**src/rtl/next_state_sequencer_if.sv**
```systemverilog
// Purpose : bundles the microsequencer's control inputs and status outputs so
//           the microinstruction side and the sequencer connect through one port.
// Signals :
//   nsCtrl[2:0]       next-state operation from the current microinstruction
//   crState[6:0]      microinstruction-supplied branch target
//   encState[6:0]     dispatch target from the instruction encoder
//   cond              condition tester result
//   moc               memory-operation-complete
//   currentState[6:0] registered microstate (microstore address)
//   stall             high while holding in a MOC wait
//   illegalState      one-cycle pulse when an out-of-range target was replaced by 0
//   mocTimeout        one-cycle pulse when a MOC wait timed out
// Modports: master drives the controls, slave is the sequencer itself.
interface next_state_sequencer_if;
    logic [2:0] nsCtrl;
    logic [6:0] crState;
    logic [6:0] encState;
    logic       cond;
    logic       moc;
    logic [6:0] currentState;
    logic       stall;
    logic       illegalState;
    logic       mocTimeout;

    modport master (
        output nsCtrl, crState, encState, cond, moc,
        input  currentState, stall, illegalState, mocTimeout
    );

    modport slave (
        input  nsCtrl, crState, encState, cond, moc,
        output currentState, stall, illegalState, mocTimeout
    );
endinterface

```
**src/rtl/next_state_sequencer.sv**
```systemverilog
// Purpose : microprogram next-state sequencer. Each cycle it picks the next
//           microstate from the nsCtrl operation (dispatch, jump, increment,
//           conditional branch, MOC wait, restart), replaces targets above
//           MAX_STATE with 0 and flags them, and stalls while memory is busy.
// Ports   :
//   clk    rising-edge clock
//   reset  synchronous, active-high reset
//   bus    next_state_sequencer_if.slave (controls in, state/status out)
// Params  :
//   MAX_STATE       highest legal microstate number
//   TRAP_STATE      state entered on a MOC timeout
//   TIMEOUT_CYCLES  stalled-cycle limit for a MOC wait (1..15)
// Build   : define MOC_TIMEOUT_EN to bound MOC waits with the timeout; without
//           it waits are unbounded, there is no wait counter and mocTimeout is 0.
module next_state_sequencer #(
    parameter int MAX_STATE      = 40,
    parameter int TRAP_STATE     = 5,
    parameter int TIMEOUT_CYCLES = 15
) (
    input  logic                  clk,
    input  logic                  reset,
    next_state_sequencer_if.slave bus
);

    typedef enum logic [2:0] {
        NS_DISPATCH = 3'd0,
        NS_JUMP     = 3'd1,
        NS_INC      = 3'd2,
        NS_BR_T     = 3'd3,
        NS_BR_F     = 3'd4,
        NS_WAIT_INC = 3'd5,
        NS_WAIT_JMP = 3'd6,
        NS_RESTART  = 3'd7
    } ns_op_t;

    localparam logic [6:0] MAX_STATE_W  = 7'(MAX_STATE);
    localparam logic [6:0] TRAP_STATE_W = 7'(TRAP_STATE);

    // Parameter sanity, caught at elaboration rather than as odd behaviour.
    if (TIMEOUT_CYCLES < 1 || TIMEOUT_CYCLES > 15) begin : g_bad_timeout
        $error("TIMEOUT_CYCLES must be in 1..15");
    end
    if (MAX_STATE < 0 || MAX_STATE > 127 || TRAP_STATE < 0 || TRAP_STATE > MAX_STATE) begin : g_bad_state
        $error("MAX_STATE must be 0..127 and TRAP_STATE must not exceed it");
    end

    ns_op_t     op;
    logic [6:0] state_q;
    logic [6:0] inc_state;
    logic [6:0] target;
    logic       check_target;   // hold and restart results are never range-checked
    logic       illegal_target;
    logic       stall;
    logic       illegal_q;

    assign op        = ns_op_t'(bus.nsCtrl);
    assign inc_state = state_q + 7'd1;   // 7-bit modulo: 127 wraps to 0

    // NOTE: every output of this block gets a default before the case, so no
    // path leaves a value unassigned and no latch is inferred.
    always_comb begin
        target       = state_q;
        check_target = 1'b0;
        unique case (op)
            NS_DISPATCH: begin target = bus.encState; check_target = 1'b1; end
            NS_JUMP:     begin target = bus.crState;  check_target = 1'b1; end
            NS_INC:      begin target = inc_state;    check_target = 1'b1; end
            NS_BR_T:     begin target = bus.cond ? bus.crState : inc_state;  check_target = 1'b1; end
            NS_BR_F:     begin target = !bus.cond ? bus.crState : inc_state; check_target = 1'b1; end
            // moc is only looked at here; elsewhere it has no effect and is not stored.
            NS_WAIT_INC: begin target = bus.moc ? inc_state : state_q;   check_target = bus.moc; end
            NS_WAIT_JMP: begin target = bus.moc ? bus.crState : state_q; check_target = bus.moc; end
            NS_RESTART:  begin target = 7'd0; end
            default:     begin target = 7'd0; end
        endcase
    end

    assign illegal_target = check_target && (target > MAX_STATE_W);
    assign stall          = ((op == NS_WAIT_INC) || (op == NS_WAIT_JMP)) && !bus.moc;

    assign bus.currentState = state_q;
    assign bus.stall        = stall;
    assign bus.illegalState = illegal_q;

`ifdef MOC_TIMEOUT_EN
    localparam logic [3:0] TIMEOUT_LAST = 4'(TIMEOUT_CYCLES - 1);

    logic [3:0] wait_cnt;
    logic       timeout_q;

    assign bus.mocTimeout = timeout_q;

    // NOTE: clocked state uses non-blocking assignments so every register
    // samples pre-edge values regardless of statement order.
    always_ff @(posedge clk) begin
        if (reset) begin
            // Reset is synchronous and overrides everything, including a wait in progress.
            state_q   <= 7'd0;
            illegal_q <= 1'b0;
            timeout_q <= 1'b0;
            wait_cnt  <= 4'd0;
        end else if (stall && (wait_cnt == TIMEOUT_LAST)) begin
            // Last allowed stalled cycle: give up and trap. A moc in this
            // cycle clears stall, so a completing memory access wins.
            state_q   <= TRAP_STATE_W;
            illegal_q <= 1'b0;
            timeout_q <= 1'b1;
            wait_cnt  <= 4'd0;
        end else begin
            state_q   <= illegal_target ? 7'd0 : target;
            illegal_q <= illegal_target;
            timeout_q <= 1'b0;
            wait_cnt  <= stall ? (wait_cnt + 4'd1) : 4'd0;
        end
    end
`else
    assign bus.mocTimeout = 1'b0;

    // NOTE: clocked state uses non-blocking assignments so every register
    // samples pre-edge values regardless of statement order.
    always_ff @(posedge clk) begin
        if (reset) begin
            // Reset is synchronous and overrides everything, including a wait in progress.
            state_q   <= 7'd0;
            illegal_q <= 1'b0;
        end else begin
            state_q   <= illegal_target ? 7'd0 : target;
            illegal_q <= illegal_target;
        end
    end
`endif

endmodule

```
**src/flat_wrapper.sv**
```systemverilog
// flat-port wrapper written by rule: the top's interface ports become plain ports
module next_state_sequencer_flat 
#(
    parameter int MAX_STATE      = 40,
    parameter int TRAP_STATE     = 5,
    parameter int TIMEOUT_CYCLES = 15
)
  (clk, reset, bus_nsCtrl, bus_crState, bus_encState, bus_cond, bus_moc, bus_currentState, bus_stall, bus_illegalState, bus_mocTimeout);
  next_state_sequencer_if bus_i ();
  input  logic clk;
  input  logic reset;
  input wire logic [$bits(bus_i.nsCtrl)-1:0] bus_nsCtrl;
  input wire logic [$bits(bus_i.crState)-1:0] bus_crState;
  input wire logic [$bits(bus_i.encState)-1:0] bus_encState;
  input wire logic [$bits(bus_i.cond)-1:0] bus_cond;
  input wire logic [$bits(bus_i.moc)-1:0] bus_moc;
  output wire logic [$bits(bus_i.currentState)-1:0] bus_currentState;
  output wire logic [$bits(bus_i.stall)-1:0] bus_stall;
  output wire logic [$bits(bus_i.illegalState)-1:0] bus_illegalState;
  output wire logic [$bits(bus_i.mocTimeout)-1:0] bus_mocTimeout;
  assign bus_i.nsCtrl = bus_nsCtrl;
  assign bus_i.crState = bus_crState;
  assign bus_i.encState = bus_encState;
  assign bus_i.cond = bus_cond;
  assign bus_i.moc = bus_moc;
  assign bus_currentState = bus_i.currentState;
  assign bus_stall = bus_i.stall;
  assign bus_illegalState = bus_i.illegalState;
  assign bus_mocTimeout = bus_i.mocTimeout;
  next_state_sequencer #(.MAX_STATE(MAX_STATE), .TRAP_STATE(TRAP_STATE), .TIMEOUT_CYCLES(TIMEOUT_CYCLES)) u_core (.clk(clk), .reset(reset), .bus(bus_i));
endmodule
```
**config.mk**
```make
export PLATFORM = sky130hd
export DESIGN_NAME = next_state_sequencer_flat
export DESIGN_NICKNAME = d
export VERILOG_FILES = /design/src/rtl/next_state_sequencer_if.sv /design/src/rtl/next_state_sequencer.sv /design/src/flat_wrapper.sv
export SDC_FILE = /design/constraint.sdc
export NUM_CORES = 1
export LEC_CHECK = 0
export ABC_CLOCK_PERIOD_IN_PS = 3100
export CORE_MARGIN = 1.5
export CORE_UTILIZATION = 45
export DETAILED_ROUTE_END_ITERATION = 12
export PLACE_DENSITY = 0.79
export RECOVER_POWER = 100
export SLEW_MARGIN = 10
export SYNTH_ARGS = -nofsm -noshare
export SYNTH_HDL_FRONTEND = slang
export SYNTH_SLANG_ARGS = --single-unit
```
**constraint.sdc**
```tcl
create_clock -name clk -period 3.1 [get_ports clk]
set_clock_uncertainty 0.1 [all_clocks]
set_input_delay 0.62 -clock clk [delete_from_list [all_inputs] [get_ports clk]]
set_output_delay 0.62 -clock clk [all_outputs]
set_load 0.01 [all_outputs]
```
==> Word level (Yosys, flattened, before mapping) <==
Index checks and enable logic that the tools add are counted.
{ "word_totals": {"regBits": 8, "input_bits": 21, "out_inout_bits": 10, "wordCells": 25} }
{ "classes": {"addsub": 1, "n_lt_le_gt_ge": 1, "n_eq_ne": 7, "mux": 6, "reduce_logical": 8} }
{ "op_table": {"columns": ["operator", "n"], "rows": [
  ["$pmux W7 S8", 1],
  ["$mux W7", 4],
  ["$eq A3 B3 Y1 const B", 4],
  ["$add A7 B1 Y7 const B", 1],
  ["$gt A7 B6 Y1 const B", 1],
  ["$eq A3 B2 Y1 const B", 2],
  ["$reduce_or A5 Y1", 1],
  ["$reduce_or A2 Y1", 2],
  ["$eq A3 B1 Y1 const B", 1],
  ["$logic_not A3 Y1", 1],
  ["$logic_and A1 B1 Y1", 2],
  ["$pmux W1 S2", 1],
  ["$logic_not A1 Y1", 1],
  ["$logic_or A1 B1 Y1", 1]
]} }

==> Depth between registers and ports, before layout <==
Gate-level depths: netlist of run 1.
{ "depth": {"word_depth": 6, "depth_mapped": 9, "mapped_depth_nobuf": 8} }

==> Worst setup path before layout of run 1 <==
OpenSTA, ideal clock, no wires.
{ "synth_timing": {"path_kind": "input to register", "from": "input port bus_moc", "to": "register u_core.illegal_q (netlist: u_core.bus.illegalState)", "setup_time_ns": 0.114, "t_arrival_ns": 2.219, "t_required_ns": 2.886, "setup_slack_ns": 0.667, "path_stages": 8, "path_buffers": 1, "path_cell_list": "buf_2 > mux2_2 > nand3_1 > o21ai_0 > a221o_1 > o311ai_2 > a32oi_2 > nor2b_1"} }
{ "synth_via": {"elab_chain_len": 4, "word_cells_on_any_way": 6, "cone_classes": "order compare (1); mux (4); reduce/logical (1)"} }
{ "synth_lines": {"columns": ["element", "line", "text"], "rows": [
  ["from (decl)", "flat_wrapper.sv:16", "input wire logic [$bits(bus_i.moc)-1:0] bus_moc;"],
  ["$mux W7, on equally long branches", "next_state_sequencer.sv:72, next_state_sequencer.sv:71", null],
  ["$pmux W7 S8", "next_state_sequencer.sv:64", "unique case (op)"],
  ["$gt A7 B6 Y1", "next_state_sequencer.sv:78", "assign illegal_target = check_target && (target > MAX_STATE_W);"],
  ["$logic_and A1 B1 Y1 (*)", "next_state_sequencer.sv:78", null],
  ["to (signal assigned)", "next_state_sequencer.sv:128", "illegal_q <= illegal_target;"],
  ["to (decl)", "next_state_sequencer.sv:54", "logic illegal_q;"]
]} }
Mark *: on every way between the ends. The rest lies on a longest branch, timed or not.
A chain may end at the register's enable or synchronous reset.

==> Worst setup path in the final report of run 1 <==
{ "layout_timing": {"from": "input port bus_nsCtrl[2]", "to": "output port bus_stall"} }
{ "layout_via": {"elab_chain_len": 3, "word_cells_on_any_way": 4, "cone_classes": "eq/ne (2); reduce/logical (2)"} }
{ "layout_lines": {"columns": ["element", "line", "text"], "rows": [
  ["from (decl)", "flat_wrapper.sv:12", "input wire logic [$bits(bus_i.nsCtrl)-1:0] bus_nsCtrl;"],
  ["$eq A3 B3 Y1", "next_state_sequencer.sv:79", "assign stall = ((op == NS_WAIT_INC) || (op == NS_WAIT_JMP)) && !bus.moc;"],
  ["$logic_or A1 B1 Y1 (*)", "next_state_sequencer.sv:79", null],
  ["$logic_and A1 B1 Y1 (*)", "next_state_sequencer.sv:79", null],
  ["to (decl)", "flat_wrapper.sv:18", "output wire logic [$bits(bus_i.stall)-1:0] bus_stall;"]
]} }
Marks and branches as above.

==> out/metrics.yaml, run 1 <==
route:
  wl_per_cell_um: 13.5
  drt_pass1_iterations: 4
  ant_nets: 0
  drt_iter0_markers: 38
  drc: 0
  vias: 1114
  viasPerCell: 5.71
  wl_um: 2640
cells_and_area:
  fin_cells: 195
  nets: 192
  final_core_util_pct: 67.6
  drive_above_1_share_pct: 16.1
  area_delta_synth_final_pct: 40.4
  fillers: 160
  antenna_cells: 0
setup_path:
  crit_type: "primary input to primary output"
  worstSetupStartpointType: "primary input"
  critPathArrivalTime_ns: 2.31
  reg2reg_depth: 8
  cp_max_fo: 15
  cp_data_required_time_ns: 2.38
  end_kind: "primary output"
sta:
  drv_slew: 0
  finalHoldViolCount: 0
  finalCritPeriodShare_pct: 97.6
  rsz0062_at_grt: "no"
  min_period_ns: 3.03
  worst_slew_pin_slew_ns: 0.566
  setup_slack_ns: 0.0739
  fmax_mhz: 330
  relSlewSlack_pct: 61.8
  report.final.setup_viol: 0
place:
  dp_hpwl_um: 2110
  portBuffers: 29
  gp_congestion: 0.919
  pre_cts_slack_ns: -0.0354
  place_inst: 192
clock_network:
  cts_buffer_depth: 2
  post-cts-setup-buffer-count: 0
  cts_resized: 0
  cts.clk_slew.worst_paths_ns: 0.05
  cts-root-buf: "clkbuf_4"
  cts_hold_buffers: 0
  htree_num_levels: 1
  insertion_delay_ns: 0.25
  cts_sinks: 8
  cts_buffers: 3
  cts_tree: "built"
global_routing:
  antenna_found_initial: 0
  overflow: 0
  grt_pass1_vias: 1015
  grt_usage_pct: 23.0
  grt_max_degree: 16
  grt_pass1_wl_um: 4510
pwr:
  powerDensity_nw_per_um2: 276
  leakage_uw: 0.000530
  ir_drop_v: 0.000355
  finalPower_uw: 370
logic_synthesis:
  synth_cells: 131
  syn_nets: 153
  ys_top_cells_by_area: "dfxtp_1 (17%), nand3_1 (5.8%), nand2_1 (5.1%)"
  synth_top_cell_by_area: "dfxtp_1"
  yosysWarnings: 0
  yosysSeqAreaShare_pct: 16.8
  ys_seq_elements: 8
  avgSynthCellArea_um2: 7.29
  netlist_area_um2: 955
  yosysTopAreaCellShare_pct: 16.8
  synth_cell_types: 44
worst_hold_path:
  hold_path_depth: 4
  min_path_type: "flip-flop to flip-flop"
floorplan:
  core_um2: 1980
  io_pins: 31
  start_util_pct: 48.2
  dieArea_um2: 2410
  die_h_um: 49.1
  die_x_um: 49.1
  rows: 16
flow_run:
  maxCapViolCount: 0
run_status:
  status: "complete, no violations"
==> metrics by stage <==
| stage | setup TNS (ns) | area [um^2] | hold WS [ns] |
|---|---|---|---|
| after floorplan | 0 | 955 | 0.592 |
| after global placement | 0 | 1320 | 0.716 |
| after detailed placement | -0.0928 | 1320 | 0.730 |
| after CTS | 0 | 1350 | 0.736 |
| after global routing | 0 | 1340 | 0.817 |
| final | 0 | 1340 | 0.733 |
==> path summary, 6_finish.rpt <==
kind,slack (ns),start,end
max,0.07,bus_nsCtrl[2],bus_stall
max reg2reg,0.75,u_core.bus.currentState[0]$_SDFF_PP0_,u_core.bus.currentState[5]$_SDFF_PP0_
min reg2reg,0.73,u_core.bus.currentState[6]$_SDFF_PP0_,u_core.bus.currentState[6]$_SDFF_PP0_
min,0.73,u_core.bus.currentState[6]$_SDFF_PP0_,u_core.bus.currentState[6]$_SDFF_PP0_
==> where the power goes <==
part           internal [uW]  total (uW)  leakage (uW)  switching [uW]
logic                   90.3         168      0.000451            77.2
registers                112         125     0.0000656            13.0
clock network           44.2        77.7     0.0000138            33.5
==> sequential cells by signal (all words and copies together), names as in the netlist <==
name / cells
u_core.bus.illegalState: 1
u_core.bus.currentState: 7
==> layer usage <==
metal	track usage, %	wire length (um)
met1	31.9	1230
met2	38.7	1280
met3	3.07	109
met4	2.38	19
met5	0	0
==> layout make-up <==
type	instances	area [um^2]	share of cell area [%]
Tap cell	27	33.8	2.52
Timing Repair Buffer	45	404	30.2
Clock buffer	3	22.5	1.68
Sequential cell	8	160	12.0
Multi-Input combinational cell	108	704	52.6
Inverter	4	15.0	1.12
==> cells in the mapped netlist <==
| library cell | n |
|---|---|
| a32oi_2 | 1 |
| nor2_1 | 8 |
| a21o_1 | 1 |
| nor3b_1 | 4 |
| a32oi_1 | 1 |
| nor4b_1 | 1 |
| a2111o_1 | 1 |
| clkbuf_1 | 3 |
| a211oi_2 | 1 |
| or2_2 | 2 |
| nor2_4 | 1 |
| xnor2_1 | 1 |
| a21oi_1 | 8 |
| mux2_2 | 2 |
| nand3_1 | 11 |
| a221o_1 | 3 |
| o311ai_2 | 1 |
| a21boi_0 | 1 |
| or3_1 | 3 |
| inv_1 | 3 |
| o21ai_0 | 9 |
| nor3_1 | 4 |
| conb_1 | 1 |
| a31oi_1 | 3 |
| inv_2 | 1 |
| nand2_1 | 13 |
| buf_4 | 2 |
| and3_1 | 1 |
| and3b_1 | 2 |
| maj3_1 | 1 |
| nor4bb_1 | 1 |
| buf_6 | 3 |
| buf_2 | 3 |
| mux2i_1 | 1 |
| dfxtp_1 | 8 |
| ha_1 | 1 |
| xor2_1 | 3 |
| nor2b_1 | 5 |
| or2b_1 | 2 |
| o22ai_1 | 2 |
| o21a_1 | 1 |
| o32a_1 | 3 |
| o2111ai_1 | 1 |
| a22oi_1 | 3 |
==> critical path: stages <==
cell and delay, ns:
clkdlybuf4s50_1 0.57, buf_4 0.24, nor2b_1 0.20, o21a_1 0.14
clkdlybuf4s50_1 0.53
==> kinds of logic (layout without fill, tap and decap cells) <==
group / Yosys count / in the layout / share of synthesized area, %
buffers and inverters: 15 / 52 / 9.43
AND/OR/NAND/NOR: 58 / 58 / 33.0
AO/OA/AOI/OAI: 40 / 40 / 30.9
flip-flops: 8 / 8 / 16.8
XOR/XNOR: 4 / 4 / 3.67
adder cells (fa/ha/maj): 2 / 2 / 2.36
multiplexers: 3 / 3 / 3.41
other: 1 / 1 / 0.393
==> cells in the final DEF, fill, tap and decap left out, types with 2 or more instances in the layout <==
master | netlist | final
a221o_1 | 3 | 3
o22ai_1 | 2 | 2
dlygate4sd3_1 | 0 | 8
buf_4 | 2 | 14
nand2_1 | 13 | 13
nor2_1 | 8 | 8
xor2_1 | 3 | 3
a22oi_1 | 3 | 3
mux2_2 | 2 | 2
clkbuf_4 | 0 | 3
o32a_1 | 3 | 3
nor3b_1 | 4 | 4
o21ai_0 | 9 | 9
nor3_1 | 4 | 4
or3_1 | 3 | 3
a31oi_1 | 3 | 3
or2b_1 | 2 | 2
or2_2 | 2 | 2
clkdlybuf4s50_1 | 0 | 21
dfxtp_1 | 8 | 8
nor2b_1 | 5 | 5
inv_1 | 3 | 3
nand3_1 | 11 | 11
a21oi_1 | 8 | 8
and3b_1 | 2 | 2
(Power assumes the default switching activity.)
==> inputs of run 2 (changes only) <==
--- a/config.mk
+++ b/config.mk
@@ -9,6 +9,7 @@
 export CORE_MARGIN = 1.5
 export CORE_UTILIZATION = 45
 export DETAILED_ROUTE_END_ITERATION = 12
+export GPL_TIMING_DRIVEN = 0
 export PLACE_DENSITY = 0.79
 export RECOVER_POWER = 100
 export SLEW_MARGIN = 10
==> out/metrics.yaml, run 2 (synthesis gave the netlist of run 1 again) <==
run_status:
  status: "complete, no violations"
cells_and_area:
  fin_cells: 189  # -3.1%
  antenna_cells: 0  # unchanged
  register_area_um2: 160  # unchanged
  layout_common_cells: "clkdlybuf4s50_1 (20), nand2_1 (13), nand3_1 (11)"
  multiInputGateArea_um2: 726  # +3.0%
  stdcell_area_um2: 1310  # -2.1%
  final_core_util_pct: 66.2  # -1.4 points
  drive_above_1_share_pct: 14.8  # -1.3 points
  largest_reg_flops: 7  # unchanged
  area_delta_synth_final_pct: 37.5
  fillers: 169  # +5.6%
  nets: 186  # -3.1%
  layout_commonest_cell: "clkdlybuf4s50_1"
setup_path:
  cp_common_cell: "clkdlybuf4s50_1"
  crit_type: "primary input to primary output"
  crit_chain: "clkdlybuf4s50_1, buf_4, nor2b_2, o21a_1, clkdlybuf4s50_1"
  path_buf_inv: 3  # unchanged
  worstSetupStartpointType: "primary input"
  cp_max_fo: 10  # -5
  critPathMaxStageDelay_ns: 0.54  # -0.03 ns
  critPathArrivalTime_ns: 2.30  # about the same
  end_kind: "primary output"
  cp_slowest_cell: "clkdlybuf4s50_1"
  cp_top_family: "buffers and inverters"
  cp_data_required_time_ns: 2.38  # about the same
global_routing:
  grt_pass1_vias: 1036  # +2.1%
  antenna_found_initial: 0  # unchanged
  grt_pass1_wl_um: 4580  # +1.5%
  grt_usage_pct: 23.7  # +0.77 points
  grt_max_degree: 11  # -5
  overflow: 0  # unchanged
sta:
  report.final.setup_viol: 0  # unchanged
  rsz0062_at_grt: "no"
  worst_slew_pin_slew_ns: 0.508  # -0.0572 ns
  finalHoldViolCount: 0  # unchanged
  finalCritPeriodShare_pct: 97.6  # about the same
  finalSetupTns_ns: 0  # unchanged
  min_period_ns: 3.02  # -0.00196 ns
  relSlewSlack_pct: 65.6  # +3.9 points
  drv_slew: 0  # unchanged
  fmax_mhz: 331  # about the same
pwr:
  ir_drop_v: 0.000230  # -35%
  finalPower_uw: 373  # +0.84%
  powerDensity_nw_per_um2: 284  # +3.0%
  leakage_uw: 0.000504  # -4.9%
clock_network:
  cts-root-buf: "clkbuf_4"
  cts_sinks: 8  # unchanged
  cts_buffers: 3  # unchanged
  htree_num_levels: 1  # unchanged
  cts_buffer_depth: 2  # unchanged
  insertion_delay_ns: 0.27  # +0.02 ns
  post-cts-setup-buffer-count: 0  # unchanged
  cts.clk_slew.worst_paths_ns: 0.06  # about the same
  cts_tree: "built"
worst_hold_path:
  min_path_type: "flip-flop to flip-flop"
route:
  drt_iter0_markers: 33  # -13%
  wl_per_cell_um: 14.6  # +7.6%
  wl_um: 2750  # +4.3%
  viasPerCell: 6.04  # +5.7%
  ant_nets: 0  # unchanged
  drc: 0  # unchanged
  vias: 1141  # +2.4%
  drt_pass1_iterations: 4  # unchanged
floorplan:
  core_um2: 1980  # unchanged
  start_util_pct: 48.2  # unchanged
  io_pins: 31  # unchanged
  rows: 16  # unchanged
  die_x_um: 49.1  # unchanged
  die_h_um: 49.1  # unchanged
  dieArea_um2: 2410  # unchanged
place:
  gp_congestion: 0.894  # -2.7%
  placed_area_um2: 1270  # -4.2%
  portBuffers: 28  # -3.4%
  place_inst: 186  # -3.1%
  dp_hpwl_um: 2110  # -0.31%
flow_run:
  maxCapViolCount: 0  # unchanged
run 2: stage by stage:
stage / setup slack, ns / hold WS (ns)
CTS: 0.0490 / 0.780
global placement: -0.0929 / 0.716
finish: 0.0759 / 0.787
floorplan: 0.667 / 0.592
global route: 0.0161 / 0.849
detailed placement: -0.124 / 0.768
run 2: layer usage:
layer	share of wire, %	global-route usage, %	vias up
li1	-	-	546
met1	45	29.5	548
met2	49	42.1	43
met3	4.5	3.07	4
met4	0.84	7.14	0
met5	0	0	-
run 2: tightest hold or removal path, delay by kind of cell (launching register included):
family             cells  cell delay (ns)
AOI/OAI and AO/OA      3             0.40
DFF                    1             0.35
and+or+nand+nor        1             0.09
run 2: path summary, 6_finish.rpt:
path	from	end	slack [ns]	depth (start not counted)
worst min-delay path	u_core.bus.currentState[6]$_SDFF_PP0_	u_core.bus.currentState[6]$_SDFF_PP0_	0.79	4
worst max register to register	u_core.bus.currentState[0]$_SDFF_PP0_	u_core.bus.illegalState$_SDFF_PP0_	0.75	8
worst min register to register	u_core.bus.currentState[6]$_SDFF_PP0_	u_core.bus.currentState[6]$_SDFF_PP0_	0.79	4
worst max-delay path	bus_nsCtrl[2]	bus_stall	0.08	5
run 2: power breakdown:
part           switching [uW]  total [uW]  internal [uW]
Clock                    38.9        83.4           44.5
Sequential               11.0         122            112
Combinational            81.4         167           85.6
Total                     131         373            242
run 2: timing repair:
item,CTS,global route
gates resized for setup,1,4
pin swaps,0,1
hold buffers,0,0
setup endpoints to repair,1,6
run 2: layout make-up:
type,count,area share [%]
tap,27,2.57
sequential,8,12.2
clock buffer,3,1.72
buffer,11,5.72
timing repair buffer,28,21.4
inverter,4,1.14
multi-input combinational,108,55.3
==> variant: new RTL, flow settings as in run 1 <==
The option `MOC_TIMEOUT_EN` is turned on by a define.
--- a/src/rtl/next_state_sequencer.sv
+++ b/src/rtl/next_state_sequencer.sv
@@ -12,6 +12,8 @@
 //   TIMEOUT_CYCLES  stalled-cycle limit for a MOC wait (1..15)
 // Build   : define MOC_TIMEOUT_EN to bound MOC waits with the timeout; without
 //           it waits are unbounded, there is no wait counter and mocTimeout is 0.
+`define MOC_TIMEOUT_EN
+
 module next_state_sequencer #(
     parameter int MAX_STATE      = 40,
     parameter int TRAP_STATE     = 5,
Function: no difference found for any inputs over 10 cycles, from zero or initial values and one cycle with reset high; that may be too few to reach the edited logic, so the function may still have changed.
==> variant against run 1 <==
Worst setup slack gained 0.020 ns. Critical path depth is the same. Sequential cell count grew 5. Global-route usage grew 3.1 points. Final area grew 26%. Area after synthesis grew 35%. Synthesized cell count grew 38%. Sequential power grew 58%. Total power grew 39%. Worst hold slack lost 0.36 ns. Die area grew 33%. Wire length grew 53%. Register-to-register slack lost 0.16 ns. Critical path type unchanged. Largest cell class unchanged. Largest power group unchanged. Highest routed layer unchanged.
==> variant: results (changes against run 1) <==
outcome: "completed"
dr_wl_met3_microns: 306  # +180%
gpl.final_weighted_congestion: 0.9697  # +5.6%
cp_max_fo: 8  # -7
synth_cell_types: 58  # +32%
multi_input_area_sq_um: 934.6  # +33%
met2_length_microns: 1939  # +52%
seq_area_sq_um: 260.3  # +62%
arrival_ns: 2.29  # -0.02 ns
met1_usage: 0.3229  # +0.003475
stdcell_count: 250  # +28%
fillers: 250  # +56%
ys_seq_area_frac: 0.2019  # +0.03418
synth_mux_area_frac: 0.007767  # -0.02631
peakVddDrop_mv: 0.2889  # -19%
final_nets: 244  # +27%
syn2layout_area_growth_pct: 31.26
place_area_sq_um: 1672  # +26%
min_delay_path_depth: 1  # -3
holdPathEnd: "u_core.wait_cnt[0]"
gr-usage-all-layers: 0.2605  # +0.03099
grt_max_degree: 14  # -2
synth_commonest_cells: "nor2_1, o21ai_0, dfxtp_1"
synth-xor-area-share: 0.03398  # -0.002717
syn-num-nets: 205  # +34%
inverters: 10  # +6
grtUsageMet2: 0.4468  # +0.05946
seq_cells: 13  # +5
grt_pass1_vias: 1523  # +50%
avgSynthCellArea_sq_um: 7.120  # -2.3%
slowest_delay_ns: 0.63  # +0.06 ns
buffers_excl_clock: 43  # -4.4%
hold-worst-slack_ns: 0.3694  # -0.3633 ns
synth_fa_ha_area_frac: 0.03689  # +0.01330
grt_pass1_wl_microns: 6720  # +49%
use_met3: 0.03456  # +0.003887
portBuffers: 30  # +3.4%
num-multi-input-gates: 149  # +38%
min-delay-start: "u_core.wait_cnt[0]"
clock_area_frac: 0.01553  # -0.001274
vias: 1592  # +43%
pre_cts_ws_ns: 0.01860  # +0.05398 ns
p_leak_nw: 0.6712  # +27%
wl_met1_microns: 1661  # +35%
drt-wirelength-per-cell_microns: 16.13  # +19%
synth_compound_area_frac: 0.3583  # +0.04895
worst-r2r-setup-slack_ns: 0.59  # -0.16 ns
-- variant: worst max path at each step --
stage / startpoint / to / slack, ns / cells after the start
after floorplan: bus_nsCtrl[2] / u_core.bus.illegalState / 0.79 / 9
after CTS: bus_nsCtrl[1] / bus_stall / 0.06 / 5
final: bus_nsCtrl[1] / bus_stall / 0.09 / 5
after global placement: bus_nsCtrl[2] / bus_stall / 0.09 / 5
after global routing: bus_nsCtrl[1] / u_core.bus.currentState[5] / 0.01 / 9
after detailed placement: bus_nsCtrl[1] / u_core.bus.illegalState / 0.02 / 9
-- variant: power by group through the flow --
| stage | combinational, W | sequential [W] | clock (W) |
|---|---|---|---|
| floorplan | 0.000123 | 0.000198 | 0 |
| global placement | 0.000205 | 0.000200 | 0 |
| detailed placement | 0.000211 | 0.000200 | 0 |
| CTS | 0.000213 | 0.000197 | 0.000110 |
| global route | 0.000228 | 0.000199 | 0.000116 |
| finish | 0.000211 | 0.000197 | 0.000107 |
